--- config.mk ---
export PLATFORM = sky130hd
export DESIGN_NAME = prisoner_warden
export DESIGN_NICKNAME = d
export VERILOG_FILES = /design/src/rtl/prisoner_warden.sv
export SDC_FILE = /design/constraint.sdc
export NUM_CORES = 1
export LEC_CHECK = 0
export CAP_MARGIN = 20
export CORE_MARGIN = 2
export CORE_UTILIZATION = 45
export CTS_CLUSTER_SIZE = 20
export DETAILED_ROUTE_END_ITERATION = 8
export MAX_ROUTING_LAYER = met4
export PLACE_DENSITY = 0.84
export SYNTH_ARGS = -nofsm -noshare
export SYNTH_HDL_FRONTEND = slang
export SYNTH_SLANG_ARGS = --single-unit
--- constraint.sdc ---
create_clock -name clk -period 5.8 [get_ports clk]
set_input_delay 0.58 -clock clk [delete_from_list [all_inputs] [get_ports clk]]
set_output_delay 0.58 -clock clk [all_outputs]
set_load 0.01 [all_outputs]
--- src/rtl/prisoner_warden.sv ---
`default_nettype none
// ============================================================================
//  Module   : prisoner_warden
//  Purpose  : Loads, clears and plays the 100-prisoners loop strategy against
//             an array of prisoner_box instances. Optional: EARLY_ABORT_EN.
//  Revision : 1.0  initial release
// ============================================================================
module prisoner_warden #(
    parameter int          NUM_BOXES = 8,
    parameter int          MAX_OPENS = NUM_BOXES / 2,
    parameter logic [31:0] KEY       = 32'hDEADBEEF
) (
    input  logic                       clk,
    input  logic                       rst,
    input  logic                       load_valid,
    input  logic [7:0]                 load_data,
    output logic                       load_ready,
    input  logic                       start,
    input  logic                       clear,
    output logic [3*NUM_BOXES-1:0]     box_state,
    output logic [7:0]                 box_wdata,
    output logic [31:0]                box_key,
    input  logic [8*NUM_BOXES-1:0]     box_rdata,
    output logic                       busy,
    output logic                       done,
    output logic                       pass,
    output logic [8:0]                 fail_count,
    output logic [15:0]                open_count,
    output logic                       bad_content
);

    localparam int                IDX_W      = (NUM_BOXES > 1) ? $clog2(NUM_BOXES) : 1;
    localparam logic [IDX_W-1:0]  LAST_IDX   = IDX_W'(NUM_BOXES - 1);
    localparam logic [8:0]        NUM_BOX_W  = 9'(NUM_BOXES);
    localparam logic [8:0]        MAX_OPEN_W = 9'(MAX_OPENS);

    typedef enum logic [2:0] {
        S_IDLE  = 3'd0,
        S_LOAD  = 3'd1,
        S_CLEAR = 3'd2,
        S_OPEN  = 3'd3,
        S_CHECK = 3'd4,
        S_DONE  = 3'd5
    } state_t;

    state_t                   state_q, state_d;
    logic [IDX_W-1:0]         load_idx_q, load_idx_d;
    logic [IDX_W-1:0]         prisoner_q, prisoner_d;
    logic [IDX_W-1:0]         cur_box_q, cur_box_d;
    logic [8:0]               opens_q, opens_d;
    logic [15:0]              open_count_q, open_count_d;
    logic [8:0]               fail_count_q, fail_count_d;
    logic                     pass_q, pass_d;
    logic                     bad_q, bad_d;
    logic [3*NUM_BOXES-1:0]   box_state_q, box_state_d;
    logic [7:0]               box_wdata_q, box_wdata_d;
    logic [31:0]              box_key_q, box_key_d;

    logic [7:0]               v;
    logic [8:0]               opens_inc;
    logic                     finish;
    logic                     failed;
    logic                     abort;

    assign load_ready  = (state_q == S_IDLE) && !clear && !start;
    assign busy        = (state_q != S_IDLE);
    assign done        = (state_q == S_DONE);
    assign pass        = pass_q;
    assign fail_count  = fail_count_q;
    assign open_count  = open_count_q;
    assign bad_content = bad_q;
    assign box_state   = box_state_q;
    assign box_wdata   = box_wdata_q;
    assign box_key     = box_key_q;

    always_comb begin
        state_d      = state_q;
        load_idx_d   = load_idx_q;
        prisoner_d   = prisoner_q;
        cur_box_d    = cur_box_q;
        opens_d      = opens_q;
        open_count_d = open_count_q;
        fail_count_d = fail_count_q;
        pass_d       = pass_q;
        bad_d        = bad_q;
        box_state_d  = '0;
        box_wdata_d  = '0;
        box_key_d    = '0;
        v            = box_rdata[int'(cur_box_q)*8 +: 8];
        opens_inc    = opens_q + 9'd1;
        finish       = 1'b0;
        failed       = 1'b0;
        abort        = 1'b0;

        case (state_q)
            S_IDLE: begin
                if (clear) begin
                    state_d     = S_CLEAR;
                    box_state_d = {NUM_BOXES{3'b100}};
                    load_idx_d  = '0;
                end else if (start) begin
                    state_d      = S_OPEN;
                    prisoner_d   = '0;
                    cur_box_d    = '0;
                    opens_d      = '0;
                    open_count_d = '0;
                    fail_count_d = '0;
                    pass_d       = 1'b0;
                    bad_d        = 1'b0;
                end else if (load_valid) begin
                    // Outputs are registered, so the LOAD cycle sees the old index.
                    state_d = S_LOAD;
                    box_state_d[int'(load_idx_q)*3 +: 3] = 3'b001;
                    box_wdata_d = load_data;
                    box_key_d   = KEY;
                    load_idx_d  = (load_idx_q == LAST_IDX) ? '0 : load_idx_q + IDX_W'(1);
                end
            end
            S_LOAD, S_CLEAR, S_DONE: state_d = S_IDLE;
            S_OPEN: begin
                open_count_d = (open_count_q == 16'hFFFF) ? open_count_q : open_count_q + 16'd1;
                state_d      = S_CHECK;
            end
            S_CHECK: begin
                opens_d = opens_inc;
                if (v == 8'(prisoner_q)) begin
                    finish = 1'b1;
                end else if ({1'b0, v} >= NUM_BOX_W) begin
                    bad_d  = 1'b1;
                    finish = 1'b1;
                    failed = 1'b1;
                end else if (opens_inc == MAX_OPEN_W) begin
                    finish = 1'b1;
                    failed = 1'b1;
                end else begin
                    cur_box_d = v[IDX_W-1:0];
                    state_d   = S_OPEN;
                end

`ifdef EARLY_ABORT_EN
                abort = failed;
`else
                abort = 1'b0;
`endif
                if (finish) begin
                    fail_count_d = fail_count_q + 9'(failed);
                    if ((prisoner_q == LAST_IDX) || abort) begin
                        state_d = S_DONE;
                        pass_d  = (fail_count_d == 9'd0);
                    end else begin
                        prisoner_d = prisoner_q + IDX_W'(1);
                        cur_box_d  = prisoner_q + IDX_W'(1);
                        opens_d    = '0;
                        state_d    = S_OPEN;
                    end
                end
            end
            default: state_d = S_IDLE;
        endcase

        // The open command is issued one cycle ahead so it lands in the OPEN cycle.
        if (state_d == S_OPEN)
            box_state_d[int'(cur_box_d)*3 +: 3] = 3'b010;
    end

    always_ff @(posedge clk) begin
        if (rst) begin
            state_q      <= S_IDLE;
            load_idx_q   <= '0;
            prisoner_q   <= '0;
            cur_box_q    <= '0;
            opens_q      <= '0;
            open_count_q <= '0;
            fail_count_q <= '0;
            pass_q       <= 1'b0;
            bad_q        <= 1'b0;
            box_state_q  <= '0;
            box_wdata_q  <= '0;
            box_key_q    <= '0;
        end else begin
            state_q      <= state_d;
            load_idx_q   <= load_idx_d;
            prisoner_q   <= prisoner_d;
            cur_box_q    <= cur_box_d;
            opens_q      <= opens_d;
            open_count_q <= open_count_d;
            fail_count_q <= fail_count_d;
            pass_q       <= pass_d;
            bad_q        <= bad_d;
            box_state_q  <= box_state_d;
            box_wdata_q  <= box_wdata_d;
            box_key_q    <= box_key_d;
        end
    end

endmodule
`default_nettype wire

## Yosys cells after proc, flatten, opt, wreduce, memory -nomap -nowiden

Index checks and enable logic that the tools add are counted.
W data, S select, Z words.

- $add $sub $neg: 7
- Multipliers: 2
- Order comparisons: 1
- Eq/ne operators: 18
- Shift-type cells: 5
- Mux-type cells: 58
- Bitwise operators: 3
- Reduce and logical (&&, ||, !) cells: 19

Operators by type and width:

| operator | count |
|---|---|
| $mux W24 | 5 |
| $mux W3 | 23 |
| $neg A5 Y33 | 2 |
| $shift A3 B33 Y24 const A | 2 |
| $shiftx A3 B33 Y24 const A | 2 |
| $shiftx A64 B7 Y8 | 1 |
| $mux W16 | 3 |
| $mux W9 | 5 |
| $pmux W9 S2 | 2 |
| $mux W32 | 1 |
| $pmux W16 S2 | 1 |
| $and A24 B24 Y24 | 1 |
| $bwmux W24 | 1 |
| $add A16 B1 Y16 const B | 1 |
| $eq A16 B16 Y1 const B | 1 |
| $ne A2 B2 Y1 const B | 8 |
| $reduce_and A5 Y1 | 3 |
| $eq A3 B3 Y1 const B | 4 |
| $mux W1 | 12 |
| $pmux W3 S2 | 2 |
| $mul A3 B2 Y5 const B | 2 |
| $add A9 B1 Y9 | 1 |
| $add A9 B1 Y9 const B | 1 |
| $eq A9 B3 Y1 const B | 1 |
| other kinds (18) | 28 |

- Bits in registers: 112
- Input port bits: 77
- Output and inout port bits: 94
- Logic and storage cells: 125

## Depth between registers and ports, before layout

- Depth in word-level cells: 13
- Depth in mapped cells: 17
- Mapped depth without buffers: 15

## Worst setup path before layout

No wires, ideal clock.

- Kind: input to register
- Start: in box_rdata[58]
- End: reg pass_q, in the netlist pass
- Arrival time: 3438 ps
- Data required time: 5728 ps
- Setup slack: 2290 ps
- Stages on the path: 15
- Buffers on the path: 1
- Cell sequence: mux4_2 mux2i_1 xnor2_1 or3_1 buf_2 nand2_1 nand2_1 ha_1 ha_1 and3_1 xor2_1 or4_1 o21ai_0 nand4b_1 mux2i_1

- Cells in the longest elaborated chain, start to end: 10

RTL lines:

| item | line | source |
|---|---|---|
| start: declaration | 23 | `input logic [8*NUM_BOXES-1:0] box_rdata,` |
| $shiftx A64 B7 Y8 (*) | 89 | `v = box_rdata[int'(cur_box_q)*8 +: 8];` |
| $ge A8 B4 Y1 | 128 | `end else if ({1'b0, v} >= NUM_BOX_W) begin` |
| $mux W1 | 128 |  |
| $mux W1 | 126 | `if (v == 8'(prisoner_q)) begin` |
| $mux W1 | 95 | `case (state_q)` |
| $add A9 B1 Y9 | 146 | `fail_count_d = fail_count_q + 9'(failed);` |
| $logic_not A9 Y1 | 149 | `pass_d = (fail_count_d == 9'd0);` |
| $mux W1 | 147 | `if ((prisoner_q == LAST_IDX) \|\| abort) begin` |
| $mux W1 | 145 | `if (finish) begin` |
| $pmux W1 S2 | 95 |  |
| end signal: assignment | 188 | `pass_q <= pass_d;` |
| end: declaration | 53 | `logic pass_q, pass_d;` |

Every way passes the cells marked *; elsewhere a longest branch is shown, timed or not. The select of a mux whose other input is x is not followed.
A chain may end at the register's enable or synchronous reset.

## Final worst setup path

- Start: reg cur_box_q[0]
- End: reg pass_q, in the netlist pass

- Cells in the longest elaborated chain, start to end: 10

RTL lines:

| item | line | source |
|---|---|---|
| start: declaration | 49 | `logic [IDX_W-1:0] cur_box_q, cur_box_d;` |
| start signal: assignment | 184 | `cur_box_q <= cur_box_d;` |
| $shiftx A64 B7 Y8 (*) | 89 |  |
| $ge A8 B4 Y1 | 128 |  |
| $mux W1 | 128 |  |
| $mux W1 | 126 |  |
| $mux W1 | 95 |  |
| $add A9 B1 Y9 | 146 |  |
| $logic_not A9 Y1 | 149 |  |
| $mux W1 | 147 |  |
| $mux W1 | 145 |  |
| $pmux W1 S2 | 95 |  |

Marked as above.

==> flow_summary.yaml <==
cells_and_area:
  antenna_cells: 0
  fill_cells: 754
  final-seq-area_sq_um: 1620
  syn2layout_area_growth_pct: 38.9
  finalNetCount: 707
  multi_input_area_sq_um: 2330
  final_layout_size_suffix_gt1_share_pct: 5.65
placed_design:
  place_congestion: 0.865
  dp_hpwl_um: 7760
  dp_slack_ns: 1.58
  port_buffers: 162
sta:
  tightest_slew_ns: 0.860
  fin_crit_ns: 4.25
  hold_violations: 0
  min_period_over_period_pct: 73.2
  skew_ns: 0.0146
  rsz0062_at_grt: "no"
  worst_slack_ns: 1.55
  maxSlewHeadroom_pct: 42.4
  setup_viol: 0
  fmax_ghz: 0.235
  report.final.slew_viol_count: 0
  tns_ns: 0
detailed_routing:
  drc: 0
  avgViaCountPerCell: 5.29
  firstDrtPassIters: 4
  vias: 3965
  ant_nets: 0
  drtIter0Drc: 248
  routed_wl_um: 10600
  wl_per_cell_um: 14.1
logic_synthesis:
  synth-adder-area-share_pct: 4.08
  yosysMostFrequentCell: "dfxtp_1"
  synthesis.area_sq_um: 4300
  ys_top_cells_by_area: "dfxtp_1 38%, buf_4 5.6%, nor2_1 4.5%"
  synth_edf_count: 0
  synthCells: 489
  synth-seq-cells: 81
  synth-compound-area-share_pct: 13.8
  seq_area_frac_synth_pct: 37.8
  synth_top_area_share_pct: 37.8
  post-synth-top-area-cell: "dfxtp_1"
  ys.flop_type: "dfxtp_1"
  avgSynthCellArea_sq_um: 8.78
  synthXorXnorAreaFrac_pct: 4.25
  ys_types: 65
  synthMuxAreaShare_pct: 5.10
  async_flop_share_pct: 0
  synth_top_family_by_area: "simple AND/OR/NAND/NOR gates"
  synthSimpleGateAreaFrac_pct: 26.2
  ys_warn_count: 0
  synth_common_cells: "81 x dfxtp_1, 52 x nor2_1, 36 x nand2_1"
floorplan:
  initial_core_util_pct: 46.5
  coreArea_sq_um: 9240
  die_w_um: 102
  dieArea_sq_um: 10300
  die_height_um: 102
  std_cell_rows: 35
  ios: 171
outcome:
  status: "finished, final reports clean"
cts:
  clockRootBuffer: "clkbuf_8"
  cts_tree: "done"
  cts-buffers-inserted: 9
  clk_latency_ns: 0.35
  cts_sinks: 81
  cts_setup_buffers: 0
  cts_resized: 0
  cts_hold_buf: 0
  cts_buffer_depth: 2
  path_clk_slew_ns: 0.09
  cts-htree-levels: 3
min_path:
  min_path_type: "reg -> reg"
global_routing:
  grt_start_max_net_pins: 44
  overflow: 0
  track_usage_pct: 20.6
  antenna_found_initial: 0
  grt_pass1_wl_um: 16600
  grt_pass1_vias: 3596
worst_setup_path:
  start_kind: "flip-flop"
  crit_arrival_ns: 4.52
  crit_required_ns: 6.07
  end_kind: "flip-flop"
  worst-path-max-fanout: 19
  worstPathCellList: "mux4_2 > mux2i_1 > xnor2_1 > or3_1 > nand2_1 > nand2_1 > ha_1 > ha_1 > and3_1 > xor2_1 > or4_1 > o21ai_0 > nand4b_1 > mux2i_1"
  worst-path-buf-inv: 0
  slowest_stage: "dfxtp_1"
  cpLargestDelayFamily: "simple AND/OR/NAND/NOR gates"
  worst-setup-path-type: "reg -> reg"
  slowest_delay_ns: 0.84
power:
  ir_worst_vdd_mv: 0.131
  p_leak_nw: 2.11
  power_mw: 1.12
  cellPowerDensity_nw_per_um2: 188
job:
  maxCapViolations: 0
## where the power goes
group | switching (mW) | total, mW | internal [mW] | leakage (nW)
Sequential | 0.00710 | 0.572 | 0.564 | 0.655
Combinational | 0.0619 | 0.149 | 0.0876 | 1.37
Clock | 0.203 | 0.399 | 0.196 | 0.0844
## kinds of logic (layout without fill, tap and decap cells)
group,count (synthesis),in the layout
mux,14,14
fa+ha+maj,14,14
other cells,1,8
xor+xnor,20,20
buf+inv,64,188
flops,81,81
simple gates,210,210
compound gates,85,85
## metal layers
layer	track usage (%)	vias to the layer above	wire length [um]
li1	-	1961	-
met1	25.4	1844	4530
met2	32.8	147	5230
met3	5.04	13	656
met4	7.38	0	150
met5	-	-	0
## through the flow
| step | hold WS [ns] | instance area (sq um) | std cells | utilization [%] |
|---|---|---|---|---|
| 6_report | 0.499 | 5960 | 749 | 64.5 |
| 5_1_grt | 0.531 | 5960 | 749 | 64.5 |
| 4_1_cts | 0.497 | 5960 | 749 | 64.5 |
| 3_5_place_dp | 0.487 | 5780 | 734 | 62.5 |
| 3_3_place_gp | 0.477 | 5780 | 734 | 62.5 |
| 2_1_floorplan | 0.462 | 4320 | 496 | - |
## final timing paths
check,slack [ns],startpoint,end,cells after the start
setup / recovery,1.55,cur_box_q[0],pass,14
hold / removal,0.50,fail_count[0],fail_count[0],2
setup reg to reg,1.55,cur_box_q[0],pass,14
hold reg to reg,0.50,fail_count[0],fail_count[0],2
## placed cells by master (no fill, tap or decap), types with 8 or more instances in the layout
master | netlist | layout
clkdlybuf4s50_1 | 0 | 162
dfxtp_1 | 81 | 81
nor2_1 | 52 | 52
nand2_1 | 36 | 36
a21oi_1 | 27 | 27
nand3_1 | 14 | 14
ha_1 | 14 | 14
and3_1 | 13 | 13
and2_1 | 13 | 13
nor3b_1 | 11 | 11
xor2_1 | 10 | 10
xnor2_1 | 9 | 9
nor4_1 | 9 | 9
nor3_1 | 9 | 9
o21ai_0 | 9 | 9
nand2b_1 | 9 | 9
clkbuf_8 | 0 | 9
inv_1 | 8 | 8
o21ai_1 | 8 | 8
conb_1 | 1 | 8
## worst reg2reg max path: cells and delay by family, from the launching register on
kind | cells | cell delay [ns]
and+or+nand+nor | 6 | 1.45
AOI/OAI and AO/OA | 1 | 0.15
xor gates and xnor gates | 2 | 0.29
DFF | 1 | 0.84
adders and majority gates | 2 | 0.42
muxes | 3 | 1.01
## flip-flops by register name (all words and copies together) (netlist names)
name and count:
box_key 1, state_q 3, pass 1, load_idx_q 3, cur_box_q 3, opens_q 9
box_state 24, bad_content 1, open_count 16, prisoner_q 3, fail_count 9, box_wdata 8
## cell type report
type,instances,share of cell area (%)
flip-flops and latches,81,27.2
clock buffers,10,2.14
inverters,9,0.566
multi-input cells,351,39.0
well taps,129,2.71
clock inverters,5,0.965
repair buffers,164,27.4
Power figures use the tool's default switching activity.
